**src/rtl/mem_stage_pkg.sv**
```systemverilog
// Shared rv32i mem-stage definitions: instruction type and subtype codes, FSM states, misalign helper.
// The helper is only referenced when MEM_MISALIGN_CHECK_EN is defined.
package mem_stage_pkg;

    localparam logic [3:0] AR_TYPE = 4'd1;
    localparam logic [3:0] L_TYPE  = 4'd2;
    localparam logic [3:0] S_TYPE  = 4'd3;
    localparam logic [3:0] DB_TYPE = 4'd4;
    localparam logic [3:0] IB_TYPE = 4'd5;

    // Load/store subtypes follow funct3, so S_SB/S_SH/S_SW share encodings with L_LB/L_LH/L_LW.
    localparam logic [3:0] L_LB  = 4'd0;
    localparam logic [3:0] L_LH  = 4'd1;
    localparam logic [3:0] L_LW  = 4'd2;
    localparam logic [3:0] L_LBU = 4'd4;
    localparam logic [3:0] L_LHU = 4'd5;
    localparam logic [3:0] S_SB  = 4'd0;
    localparam logic [3:0] S_SH  = 4'd1;
    localparam logic [3:0] S_SW  = 4'd2;

    typedef enum logic [1:0] {
        IDLE = 2'd0,
        REQ  = 2'd1,
        RESP = 2'd2
    } mem_state_e;

    function automatic logic isMisaligned(input logic [3:0] subType, input logic [1:0] addrLo);
        case (subType)
            L_LH, L_LHU: return addrLo[0];
            L_LW:        return addrLo != 2'b00;
            default:     return 1'b0;
        endcase
    endfunction

endpackage

```
**src/rtl/mem_lane_align.sv**
```systemverilog
// Combinational lane logic: store byte enables and lane replication, load lane extraction and extension.
module mem_lane_align
    import mem_stage_pkg::*;
(
    input  logic [3:0]  sub_type_i,
    input  logic [1:0]  addr_lo_i,
    input  logic [31:0] store_val_i,
    input  logic [31:0] rdata_i,
    output logic [3:0]  be_o,
    output logic [31:0] wdata_o,
    output logic [31:0] load_val_o
);

    logic [7:0]  laneByte;
    logic [15:0] laneHalf;

    // Byte enables depend only on access size, so loads reuse the store encoding.
    always_comb begin
        be_o    = 4'b1111;
        wdata_o = store_val_i;
        case (sub_type_i)
            S_SB, L_LBU: begin
                be_o    = 4'b0001 << addr_lo_i;
                wdata_o = {4{store_val_i[7:0]}};
            end
            S_SH, L_LHU: begin
                be_o    = addr_lo_i[1] ? 4'b1100 : 4'b0011;
                wdata_o = {2{store_val_i[15:0]}};
            end
            default: ;
        endcase
    end

    always_comb begin
        laneByte   = 8'(rdata_i >> {addr_lo_i, 3'b000});
        laneHalf   = addr_lo_i[1] ? rdata_i[31:16] : rdata_i[15:0];
        load_val_o = rdata_i;
        case (sub_type_i)
            L_LB:    load_val_o = {{24{laneByte[7]}}, laneByte};
            L_LBU:   load_val_o = {24'd0, laneByte};
            L_LH:    load_val_o = {{16{laneHalf[15]}}, laneHalf};
            L_LHU:   load_val_o = {16'd0, laneHalf};
            default: load_val_o = rdata_i;
        endcase
    end

endmodule

```
**src/rtl/mem_stage.sv**
```systemverilog
// rv32i memory stage: handshaked loads/stores, pass-through of ALU results, write-back and bypass.
// Optional MEM_MISALIGN_CHECK_EN rejects misaligned halfword/word accesses with a mem_err pulse.
module mem_stage
    import mem_stage_pkg::*;
#(
    parameter int unsigned DMEM_TIMEOUT = 0
) (
    input  logic        clk_i,
    input  logic        rst_i,
    input  logic        in_valid_i,
    input  logic [3:0]  insn_type_i,
    input  logic [3:0]  insn_sub_type_i,
    input  logic [31:0] alu_res_i,
    input  logic [31:0] store_val_i,
    input  logic [4:0]  rd_in_i,
    output logic        mem_stall_o,
    output logic        dmem_req_o,
    output logic        dmem_we_o,
    output logic [31:0] dmem_addr_o,
    output logic [3:0]  dmem_be_o,
    output logic [31:0] dmem_wdata_o,
    input  logic        dmem_ready_i,
    input  logic        dmem_rvalid_i,
    input  logic [31:0] dmem_rdata_i,
    output logic [4:0]  bp_mem_reg_o,
    output logic [31:0] bp_mem_val_o,
    output logic        wb_we_o,
    output logic [4:0]  wb_rd_o,
    output logic [31:0] wb_val_o,
    output logic        mem_err_o
);

    localparam logic [31:0] TimeoutLimit = 32'(DMEM_TIMEOUT);

    mem_state_e  state_q, state_d;
    logic [31:0] addr_q, addr_d;
    logic [3:0]  subType_q, subType_d;
    logic [4:0]  rd_q, rd_d;
    logic [31:0] storeVal_q, storeVal_d;
    logic        isStore_q, isStore_d;
    logic [31:0] wait_q, wait_d;
    logic        wbWe_q, wbWe_d;
    logic [4:0]  wbRd_q, wbRd_d;
    logic [31:0] wbVal_q, wbVal_d;
    logic        memErr_q, memErr_d;

    logic        isMemOp;
    logic        isPassThrough;
    logic        misalignErr;
    logic        timeoutHit;
    logic        reqActive;
    logic [3:0]  laneBe;
    logic [31:0] laneWdata;
    logic [31:0] loadVal;

    mem_lane_align u_align (
        .sub_type_i  (subType_q),
        .addr_lo_i   (addr_q[1:0]),
        .store_val_i (storeVal_q),
        .rdata_i     (dmem_rdata_i),
        .be_o        (laneBe),
        .wdata_o     (laneWdata),
        .load_val_o  (loadVal)
    );

    assign isMemOp       = (insn_type_i == L_TYPE) || (insn_type_i == S_TYPE);
    assign isPassThrough = (insn_type_i == AR_TYPE) || (insn_type_i == DB_TYPE) ||
                           (insn_type_i == IB_TYPE);

`ifdef MEM_MISALIGN_CHECK_EN
    assign misalignErr = isMemOp && isMisaligned(insn_sub_type_i, alu_res_i[1:0]);
`else
    assign misalignErr = 1'b0;
`endif

    // Abort on the edge that closes the DMEM_TIMEOUT-th consecutive wait cycle of a phase.
    assign timeoutHit = (TimeoutLimit != 32'd0) && (wait_q == TimeoutLimit - 32'd1);

    always_ff @(posedge clk_i) begin
        if (rst_i) begin
            state_q    <= IDLE;
            addr_q     <= 32'd0;
            subType_q  <= 4'd0;
            rd_q       <= 5'd0;
            storeVal_q <= 32'd0;
            isStore_q  <= 1'b0;
            wait_q     <= 32'd0;
            wbWe_q     <= 1'b0;
            wbRd_q     <= 5'd0;
            wbVal_q    <= 32'd0;
            memErr_q   <= 1'b0;
        end else begin
            state_q    <= state_d;
            addr_q     <= addr_d;
            subType_q  <= subType_d;
            rd_q       <= rd_d;
            storeVal_q <= storeVal_d;
            isStore_q  <= isStore_d;
            wait_q     <= wait_d;
            wbWe_q     <= wbWe_d;
            wbRd_q     <= wbRd_d;
            wbVal_q    <= wbVal_d;
            memErr_q   <= memErr_d;
        end
    end

    always_comb begin
        state_d    = state_q;
        addr_d     = addr_q;
        subType_d  = subType_q;
        rd_d       = rd_q;
        storeVal_d = storeVal_q;
        isStore_d  = isStore_q;
        wait_d     = wait_q;
        wbWe_d     = 1'b0;
        wbRd_d     = wbRd_q;
        wbVal_d    = wbVal_q;
        memErr_d   = 1'b0;

        case (state_q)
            IDLE: begin
                if (in_valid_i) begin
                    if (misalignErr) begin
                        memErr_d = 1'b1;
                    end else if (isMemOp) begin
                        addr_d     = alu_res_i;
                        subType_d  = insn_sub_type_i;
                        rd_d       = rd_in_i;
                        storeVal_d = store_val_i;
                        isStore_d  = (insn_type_i == S_TYPE);
                        wait_d     = 32'd0;
                        state_d    = REQ;
                    end else if (isPassThrough) begin
                        wbWe_d  = (rd_in_i != 5'd0);
                        wbRd_d  = rd_in_i;
                        wbVal_d = alu_res_i;
                    end
                end
            end
            REQ: begin
                if (dmem_ready_i) begin
                    wait_d = 32'd0;
                    if (isStore_q) begin
                        state_d = IDLE;
                    end else if (dmem_rvalid_i) begin
                        wbWe_d  = (rd_q != 5'd0);
                        wbRd_d  = rd_q;
                        wbVal_d = loadVal;
                        state_d = IDLE;
                    end else begin
                        state_d = RESP;
                    end
                end else if (timeoutHit) begin
                    memErr_d = 1'b1;
                    wait_d   = 32'd0;
                    state_d  = IDLE;
                end else begin
                    wait_d = wait_q + 32'd1;
                end
            end
            RESP: begin
                if (dmem_rvalid_i) begin
                    wbWe_d  = (rd_q != 5'd0);
                    wbRd_d  = rd_q;
                    wbVal_d = loadVal;
                    wait_d  = 32'd0;
                    state_d = IDLE;
                end else if (timeoutHit) begin
                    memErr_d = 1'b1;
                    wait_d   = 32'd0;
                    state_d  = IDLE;
                end else begin
                    wait_d = wait_q + 32'd1;
                end
            end
            default: state_d = IDLE;
        endcase
    end

    assign reqActive    = (state_q == REQ);
    assign dmem_req_o   = reqActive;
    assign dmem_we_o    = reqActive & isStore_q;
    assign dmem_addr_o  = reqActive ? {addr_q[31:2], 2'b00} : 32'd0;
    assign dmem_be_o    = reqActive ? laneBe : 4'd0;
    assign dmem_wdata_o = (reqActive & isStore_q) ? laneWdata : 32'd0;

    assign mem_stall_o  = (state_q != IDLE) | (in_valid_i & isMemOp & (state_q == IDLE));

    assign wb_we_o      = wbWe_q;
    assign wb_rd_o      = wbRd_q;
    assign wb_val_o     = wbVal_q;
    assign bp_mem_reg_o = wbWe_q ? wbRd_q : 5'd0;
    assign bp_mem_val_o = wbWe_q ? wbVal_q : 32'd0;
    assign mem_err_o    = memErr_q;

endmodule

```
**config.mk**
```make
export PLATFORM = sky130hd
export DESIGN_NAME = mem_stage
export DESIGN_NICKNAME = d
export VERILOG_FILES = /design/src/rtl/mem_stage_pkg.sv /design/src/rtl/mem_lane_align.sv /design/src/rtl/mem_stage.sv
export SDC_FILE = /design/constraint.sdc
export NUM_CORES = 1
export LEC_CHECK = 0
export CORE_MARGIN = 2
export CORE_UTILIZATION = 35
export DETAILED_ROUTE_END_ITERATION = 10
export PLACE_DENSITY = 0.69
export RECOVER_POWER = 100
export SLEW_MARGIN = 20
export SYNTH_ARGS = -nofsm -noshare
export SYNTH_HDL_FRONTEND = slang
export SYNTH_SLANG_ARGS = --single-unit
```
**constraint.sdc**
```tcl
create_clock -name clk_i -period 2.8 [get_ports clk_i]
set_input_delay 0.56 -clock clk_i [delete_from_list [all_inputs] [get_ports clk_i]]
set_output_delay 0.56 -clock clk_i [all_outputs]
set_load 0.1 [all_outputs]
```
# After elaboration in Yosys (flattened, before gate mapping)
# Cells that the tools add are included.
# totals
in_bits	114
output_inout_bits	147
word_cells	84
ff_bits	114
# classes
n_eq_ne	17
mux	38
n_bitwise	4
reduce_logical	14
n_shift	2
# ops
operator	count
$mux W32	9
$pmux W32 S4	1
$pmux W32 S3	1
$pmux W32 S2	1
$mux W5	7
$shr A32 B5 Y8	1
$eq A4 B3 Y1 const B	4
$mux W16	1
$pmux W5 S3	1
$ne A2 B2 Y1 const B	7
$mux W2	6
$reduce_bool A5 Y1	2
$eq A4 B1 Y1 const B	2
$eq A4 B2 Y1 const B	2
$mux W4	2
$pmux W4 S2	1
$mux W1	6
$pmux W2 S3	1
$reduce_and A6 Y1	1
$logic_not A4 Y1	1
$reduce_and A4 Y1	1
$reduce_or A2 Y1	2
$shl A1 B2 Y4 const A	1
$and A1 B1 Y1	3
9 further kinds	11

# Logic depth before layout (Yosys ltp)
# Gate-level depths: netlist of the first run.
# depth
word_depth	7
ltp_mapped	9
depth_no_buf	6

# Cells and area by module
# From an unflattened synthesis of the first run, not the netlist that was laid out.
# hier_totals
cells_unflattened	845
hier_area_um2	6811.5
# modules_own_cells
mod	cells_per_inst	area_per_inst_um2	seq_area_each_um2	instances
mem_stage	652	5642.9	2282.2	1
mem_lane_align	193	1168.6	0.0	1

# Worst setup path before layout of the first run
# OpenSTA, ideal clock, no wires.
# synth_path
path_type	register -> output
from	register state_q[1]
to	output dmem_wdata_o[28]
n_path_buf	2
arrival_ps	4154
path_stages_with_launch	7
path_slack_ps	-1914
required_time_ps	2240
path_cell_list	dfxtp_1 > inv_1 > ha_1 > clkbuf_1 > nand2_1 > clkbuf_1 > a211oi_1
# synth_between
elab_chain_len	3
# synth_lines
item	line	text
start: declaration	mem_stage.sv:35	mem_state_e state_q, state_d;
start signal: assignment	mem_stage.sv:93	state_q <= state_d;
$eq A2 B1 Y1	mem_stage.sv:180	assign reqActive = (state_q == REQ);
named net dmem_req_o	mem_stage.sv:17	output logic dmem_req_o,
$and A1 B1 Y1	mem_stage.sv:185	assign dmem_wdata_o = (reqActive & isStore_q) ? laneWdata : 32'd0;
$mux W32	mem_stage.sv:185	
end: declaration	mem_stage.sv:21	output logic [31:0] dmem_wdata_o,
# The timed path passes the listed nets, and every way through them passes these cells.

# Worst setup path in the final report of the first run
# layout_path
from	register subType_q[1]
to	output dmem_be_o[1]
# layout_between
elab_chain_len	4
word_cells_on_any_way	8
cone_classes	eq/ne (3); mux (2); reduce/logical (3)
# layout_lines
item	line	text
start: declaration	mem_stage.sv:37	logic [3:0] subType_q, subType_d;
start signal: assignment	mem_stage.sv:95	subType_q <= subType_d;
$eq A4 B1 Y1, or another cell as far along	mem_lane_align.sv:21	case (sub_type_i)
$reduce_or A2 Y1	mem_lane_align.sv:21	
$pmux W4 S2 *	mem_lane_align.sv:21	
$mux W4 *	mem_stage.sv:184	assign dmem_be_o = reqActive ? laneBe : 4'd0;
end: declaration	mem_stage.sv:20	output logic [3:0] dmem_be_o,
# Every way passes the cells marked *; elsewhere a longest branch is shown, timed or not.

==> results.sh, run 1 <==
export IMPL_post_cts_setup_buffer_count=0
export IMPL_grt_pass1_wl_um=36670
export IMPL_post_place_ws_ps=168.2
export IMPL_finalHoldViolCount=0
export IMPL_wirelength_um=24110
export IMPL_post_dp_hpwl_um=18030
export IMPL_worst_slew_pin_transition_ps=1228
export IMPL_finalSetupViolations=0
export IMPL_start_util=0.3531
export IMPL_die_area_um2=18330
export IMPL_p_leak_uw=0.003523
export IMPL_clkTransAtPathRegs_ps=50
export IMPL_fin_worst_skew_ps=5.923
export IMPL_io_pins=261
export IMPL_combPwrFrac=0.176
export IMPL_viasPerCell=5.324
export IMPL_clockRootBuffer="clkbuf_16"
export IMPL_finalNetCount=1144
export IMPL_syn_avg_cell_area_um2=7.573
export IMPL_ant_nets=0
export IMPL_placed_cells=1232
export IMPL_route_vias_total=6719
export IMPL_grt_pass1_vias=6534
export IMPL_diodes=0
export IMPL_async_flop_share=0
export IMPL_max_clock_freq_ghz=0.3716
export IMPL_setup_ws_ps=109.2
export IMPL_drt_iter0_drc=492
export IMPL_wire_per_inst_um=19.10
export IMPL_yosys_top_cells_area="dfxtp_1, nand2_1, a21oi_1"
export IMPL_netlist_area_um2=6043
export IMPL_grt_max_degree=81
export IMPL_place_area_um2=9931
export IMPL_dieWidth_um=135.4
export IMPL_synth_edf_count=0
export IMPL_r2r_slack_ps=260
export IMPL_max_stage_delay_ps=580
export IMPL_htreeDepth=4
export IMPL_hold_end="addr_q[19]$_SDFFE_PP0P_"
export IMPL_yosys_cell_types_count=50
export IMPL_detail_route_first_pass_iterations=6
export IMPL_startpoint_type="register"
export IMPL_outcome="complete, no violations"
export IMPL_yosysTopAreaCell="dfxtp_1"
export IMPL_cts_buffer_depth=2
export IMPL_yosys_warnings=0
export IMPL_synth_flop_cell="dfxtp_1"
export IMPL_cts_tree="yes"
export IMPL_setup_tns_ps=0
export IMPL_grt_usage=0.2634
export IMPL_gp_congestion=0.8931
export IMPL_layout_commonest_cell="nand2_1"
export IMPL_yosysTopAreaCellShare=0.3776
export IMPL_report_final_slew_viol_count=0
export IMPL_fin_area_um2=9993
export IMPL_cts_sinks=114
export IMPL_crit_buf_inv=1
export IMPL_pwr_share_seq=0.368
export IMPL_cts_buffers=17
export IMPL_slew_limit_headroom=0.1846
export IMPL_r2r_start="state_q[0]$_SDFFE_PP0P_"
export IMPL_min_path_cells=2
export IMPL_layout_common_cells="nand2_1, dfxtp_1, clkdlybuf4s50_1"
export IMPL_drive_above_1_share=0.2102
export IMPL_port_buffer_count=257
export IMPL_critical_path_arrival_ps=2130
export IMPL_p_sw_frac=0.2827
export IMPL_synth_yosys_seq_area_share=0.3776
export IMPL_power_frac_clock=0.456
export IMPL_critPathTopFamily="simple AND/OR/NAND/NOR gates"
export IMPL_grt_overflow_total=0
export IMPL_post_cts_resize_count=0
export IMPL_cap_viol_max_count=0
export IMPL_timing_rr_end="wb_val_o[7]$_SDFFE_PP0P_"
export IMPL_ir_worst_vdd_v=0.0004235
export IMPL_slowest_stage="or3_1"
export IMPL_hold_class="register to register"
export IMPL_grt_setup_unrepaired="no"
export IMPL_fp_coreArea_um2=17120
export IMPL_rows=48
export IMPL_final_cells=1262
export IMPL_yosys_register_bits=114
export IMPL_min_period_over_period=0.9610
export IMPL_min_from="addr_q[19]$_SDFFE_PP0P_"
export IMPL_drcViolationCount=0
export IMPL_rr_worst_depth=6
export IMPL_clk_latency_ps=410
export IMPL_worstSetupEndpointType="output port"
export IMPL_p_int_uw=3368
export IMPL_switchingPower_uw=1327
export IMPL_die_y_um=135.4
export IMPL_cp_required_ps=2240
export IMPL_synthToLayoutAreaGrowth_pct=65.36
export IMPL_p_per_area_nw_per_um2=469.9
export IMPL_layout_min_cycle_time_ps=2691
export IMPL_power_total_uw=4695
export IMPL_syn_inst=798
export IMPL_cts_hold_buffers=0
export IMPL_crit_fanout=9
export IMPL_antenna_found_initial=0
export IMPL_path_cells="or3_1 > o21ai_0 > nor2_1 > buf_12"
export IMPL_critPathKind="register to output port"
## metrics by stage
step / utilization / hold WS [ps]
after floorplan: - / 431.7
after global placement: 0.5802 / 437.6
after detailed placement: 0.5802 / 444.7
after global routing: 0.5838 / 464.3
after CTS: 0.6141 / 451.7
final: 0.5838 / 450.6
## synth_stat cells, types with 7 or more instances
master and count:
o211ai_1 16, nand3_1 7, a32o_1 24, and2_1 70, o21ai_0 9, a221oi_1 7, or2_2 26, a22o_1 8
inv_1 14, nand2_1 199, o32ai_1 7, and3_1 9, dfxtp_1 114, mux2i_1 23, a21oi_1 100, clkbuf_1 60
a221o_1 8, a211oi_1 13, nor2_1 32
## worst min-delay path, delay by kind of cell, from the launching register on
family	cells	cell delay, ps
simple gates	1	50
flops	1	300
compound gates	1	50
## cell families after synthesis
| family | share of synthesized area |
|---|---|
| adders and majority gates | 0.008282 |
| other | 0.0006205 |
| and+or+nand+nor | 0.2810 |
| DFF | 0.3776 |
| AOI/OAI and AO/OA | 0.2313 |
| buffers and inverters | 0.05756 |
| muxes | 0.04368 |
## power by group through the flow
stage                     Sequential, uW  Clock [uW]  Combinational (uW)
after CTS                           1730        2170                 857
after global routing                1730        2250                 873
after floorplan                     1960           0                 306
after detailed placement            1760           0                 854
after global placement              1760           0                 849
final                               1730        2140                 827
## sequential cells by signal, summed over array words and instances (netlist names)
name        flops
addr_q         32
storeVal_q     32
wb_val_o       32
rd_q            5
wb_rd_o         5
subType_q       4
state_q         2
isStore_q       1
wb_we_o         1
## worst max path at each step
stage / start / slack, ps / depth (start not counted) / endpoint
2_1_floorplan: state_q[1]$_SDFFE_PP0P_ / -70 / 6 / dmem_wdata_o[15]
3_3_place_gp: insn_type_i[0] / 180 / 5 / wb_val_o[30]$_SDFFE_PP0P_
3_5_place_dp: insn_type_i[0] / 170 / 5 / wb_val_o[13]$_SDFFE_PP0P_
4_1_cts: subType_q[0]$_SDFFE_PP0P_ / 60 / 5 / dmem_be_o[0]
5_1_grt: subType_q[1]$_SDFFE_PP0P_ / 10 / 5 / dmem_be_o[2]
6_report: subType_q[1]$_SDFFE_PP0P_ / 110 / 4 / dmem_be_o[1]
## per-layer routing
layer | part of all wire | GRT usage
met3 | 0.11 | 0.1077
met5 | 0 | 0
met4 | 0.028 | 0.09606
met1 | 0.39 | 0.3101
met2 | 0.47 | 0.4320
## layout make-up
class                           instances  area [um2]
Clock buffer                           25       505.5
Clock inverter                          5       75.07
Timing Repair Buffer                  279        3114
Fill cell                            1596        7123
Tap cell                              225       281.5
Inverter                               14       52.55
Multi-Input combinational cell        600        3682
Sequential cell                       114        2282
No activity file was read; power rests on OpenSTA's default activity.
==> run 2: changes to the inputs <==
--- a/config.mk
+++ b/config.mk
@@ -5,7 +5,6 @@
 export SDC_FILE = /design/constraint.sdc
 export NUM_CORES = 1
 export LEC_CHECK = 0
-export CORE_MARGIN = 2
 export CORE_UTILIZATION = 35
 export DETAILED_ROUTE_END_ITERATION = 10
 export PLACE_DENSITY = 0.69
==> run 2 against run 1 <==
  * Flip-flop and latch count is the same
  * Power grew 2.1%
  * Worst setup slack gained 7.9 ps
  * Via count shrank 0.88%
  * Sequential power is essentially flat
  * First-iteration DRC count grew 27%
  * Highest routed layer unchanged
==> results.sh, run 2 (synthesis gave the netlist of run 1 again) <==
export IMPL_crit_fanout=29
export IMPL_wirelength_um=23900
export IMPL_drt_iter0_drc=626
export IMPL_start_util=0.3619
export IMPL_wire_per_inst_um=19.02
export IMPL_startpoint_type="register"
export IMPL_min_period_over_period=0.9582
export IMPL_grt_max_degree=98
export IMPL_layout_commonest_cell="nand2_1"
export IMPL_fin_area_um2=10180
export IMPL_grt_overflow_total=0
export IMPL_layout_min_cycle_time_ps=2683
export IMPL_die_y_um=133.4
export IMPL_drcViolationCount=0
export IMPL_cts_hold_buffers=0
export IMPL_clk_latency_ps=430
export IMPL_slew_limit_headroom=0.1931
export IMPL_cts_sinks=114
export IMPL_path_cells="inv_1 > ha_4 > buf_4 > and3_1 > buf_4"
export IMPL_drive_above_1_share=0.2112
export IMPL_cp_common_cell="buf_4"
export IMPL_clkTransAtPathRegs_ps=50
export IMPL_hold_class="register to register"
export IMPL_fin_worst_skew_ps=9.796
export IMPL_grt_setup_unrepaired="no"
export IMPL_layout_common_cells="nand2_1, dfxtp_1, clkdlybuf4s50_1"
export IMPL_rows=47
export IMPL_die_area_um2=17800
export IMPL_ant_nets=0
export IMPL_htreeDepth=4
export IMPL_synthToLayoutAreaGrowth_pct=68.38
export IMPL_cts_tree="yes"
export IMPL_cap_viol_max_count=0
export IMPL_grt_pass1_vias=6378
export IMPL_critPathTopFamily="buffers and inverters"
export IMPL_detail_route_first_pass_iterations=6
export IMPL_max_clock_freq_ghz=0.3727
export IMPL_route_vias_total=6660
export IMPL_report_final_slew_viol_count=0
export IMPL_clockRootBuffer="clkbuf_16"
export IMPL_finalNetCount=1142
export IMPL_cts_buffers=17
export IMPL_holdWs_ps=449.1
export IMPL_grt_pass1_wl_um=36710
export IMPL_max_stage_delay_ps=360
export IMPL_p_leak_uw=0.003567
export IMPL_antenna_found_initial=0
export IMPL_post_dp_hpwl_um=17530
export IMPL_grt_usage=0.2707
export IMPL_critical_path_arrival_ps=2120
export IMPL_crit_buf_inv=3
export IMPL_viasPerCell=5.298
export IMPL_finalHoldViolCount=0
export IMPL_worstSetupEndpointType="output port"
export IMPL_ir_worst_vdd_v=0.0004613
export IMPL_io_pins=261
export IMPL_slowest_stage="buf_4"
export IMPL_fp_coreArea_um2=16700
export IMPL_port_buffer_count=257
export IMPL_cts_buffer_depth=2
export IMPL_diodes=0
export IMPL_critPathKind="register to output port"
export IMPL_fin_util=0.6093
export IMPL_place_area_um2=10020
export IMPL_worst_slew_pin_transition_ps=1216
export IMPL_finalSetupViolations=0
export IMPL_p_per_area_nw_per_um2=470.9
export IMPL_dieWidth_um=133.4
export IMPL_outcome="complete, no violations"
export IMPL_cp_required_ps=2240
export IMPL_gp_congestion=0.9177
## run 2: stage by stage
step | total power, uW | std cells | setup slack [ps] | setup TNS, ps
2_1_floorplan | 2266 | 800 | -74.14 | -593.1
3_3_place_gp | 2607 | 1225 | 108.3 | 0
3_5_place_dp | 2615 | 1225 | 136.2 | 0
4_1_cts | 4850 | 1257 | 112.4 | 0
5_1_grt | 4926 | 1257 | 38.98 | 0
6_report | 4792 | 1257 | 117.1 | 0
## run 2: cell type report
type / instances / area (um2)
Sequential cell: 114 / 2283
Clock buffer: 22 / 474.2
Fill cell: 1530 / 6525
Multi-Input combinational cell: 600 / 3635
Timing Repair Buffer: 277 / 3324
Tap cell: 220 / 275.3
Inverter: 14 / 52.55
Clock inverter: 10 / 131.4
## run 2: path summary, 6_finish.rpt
path	start	end	slack, ps	depth (start not counted)
setup / recovery	state_q[1]$_SDFFE_PP0P_	dmem_wdata_o[0]	120	5
hold / removal	addr_q[24]$_SDFFE_PP0P_	addr_q[24]$_SDFFE_PP0P_	450	2
hold reg to reg	addr_q[24]$_SDFFE_PP0P_	addr_q[24]$_SDFFE_PP0P_	450	2
setup reg to reg	state_q[0]$_SDFFE_PP0P_	wb_val_o[7]$_SDFFE_PP0P_	380	7
## run 2: what timing repair did
action,in CTS,in global routing
resized for setup,2,1
setup buffers,0,0
endpoints found under the setup margin,9,1
## run 2: tightest hold or removal path, cell delays in order (launching register included)
cell and delay (ps):
dfxtp_1 300, nand2_1 50, a21oi_1 50
## run 2: power by group
group	switching (uW)	leakage, uW	total [uW]	internal (uW)
Combinational	546	0.00234	824	279
Clock	783	0.000300	2240	1460
Sequential	46.8	0.000925	1720	1680
Total	1380	0.00357	4790	3420
## run 2: per-layer routing
metal	global-route usage	wire, um	vias up
li1	-	-	3212
met1	0.3225	9424	3059
met2	0.4549	11440	350
met3	0.08029	2407	39
met5	0	0	-
met4	0.1086	629	0
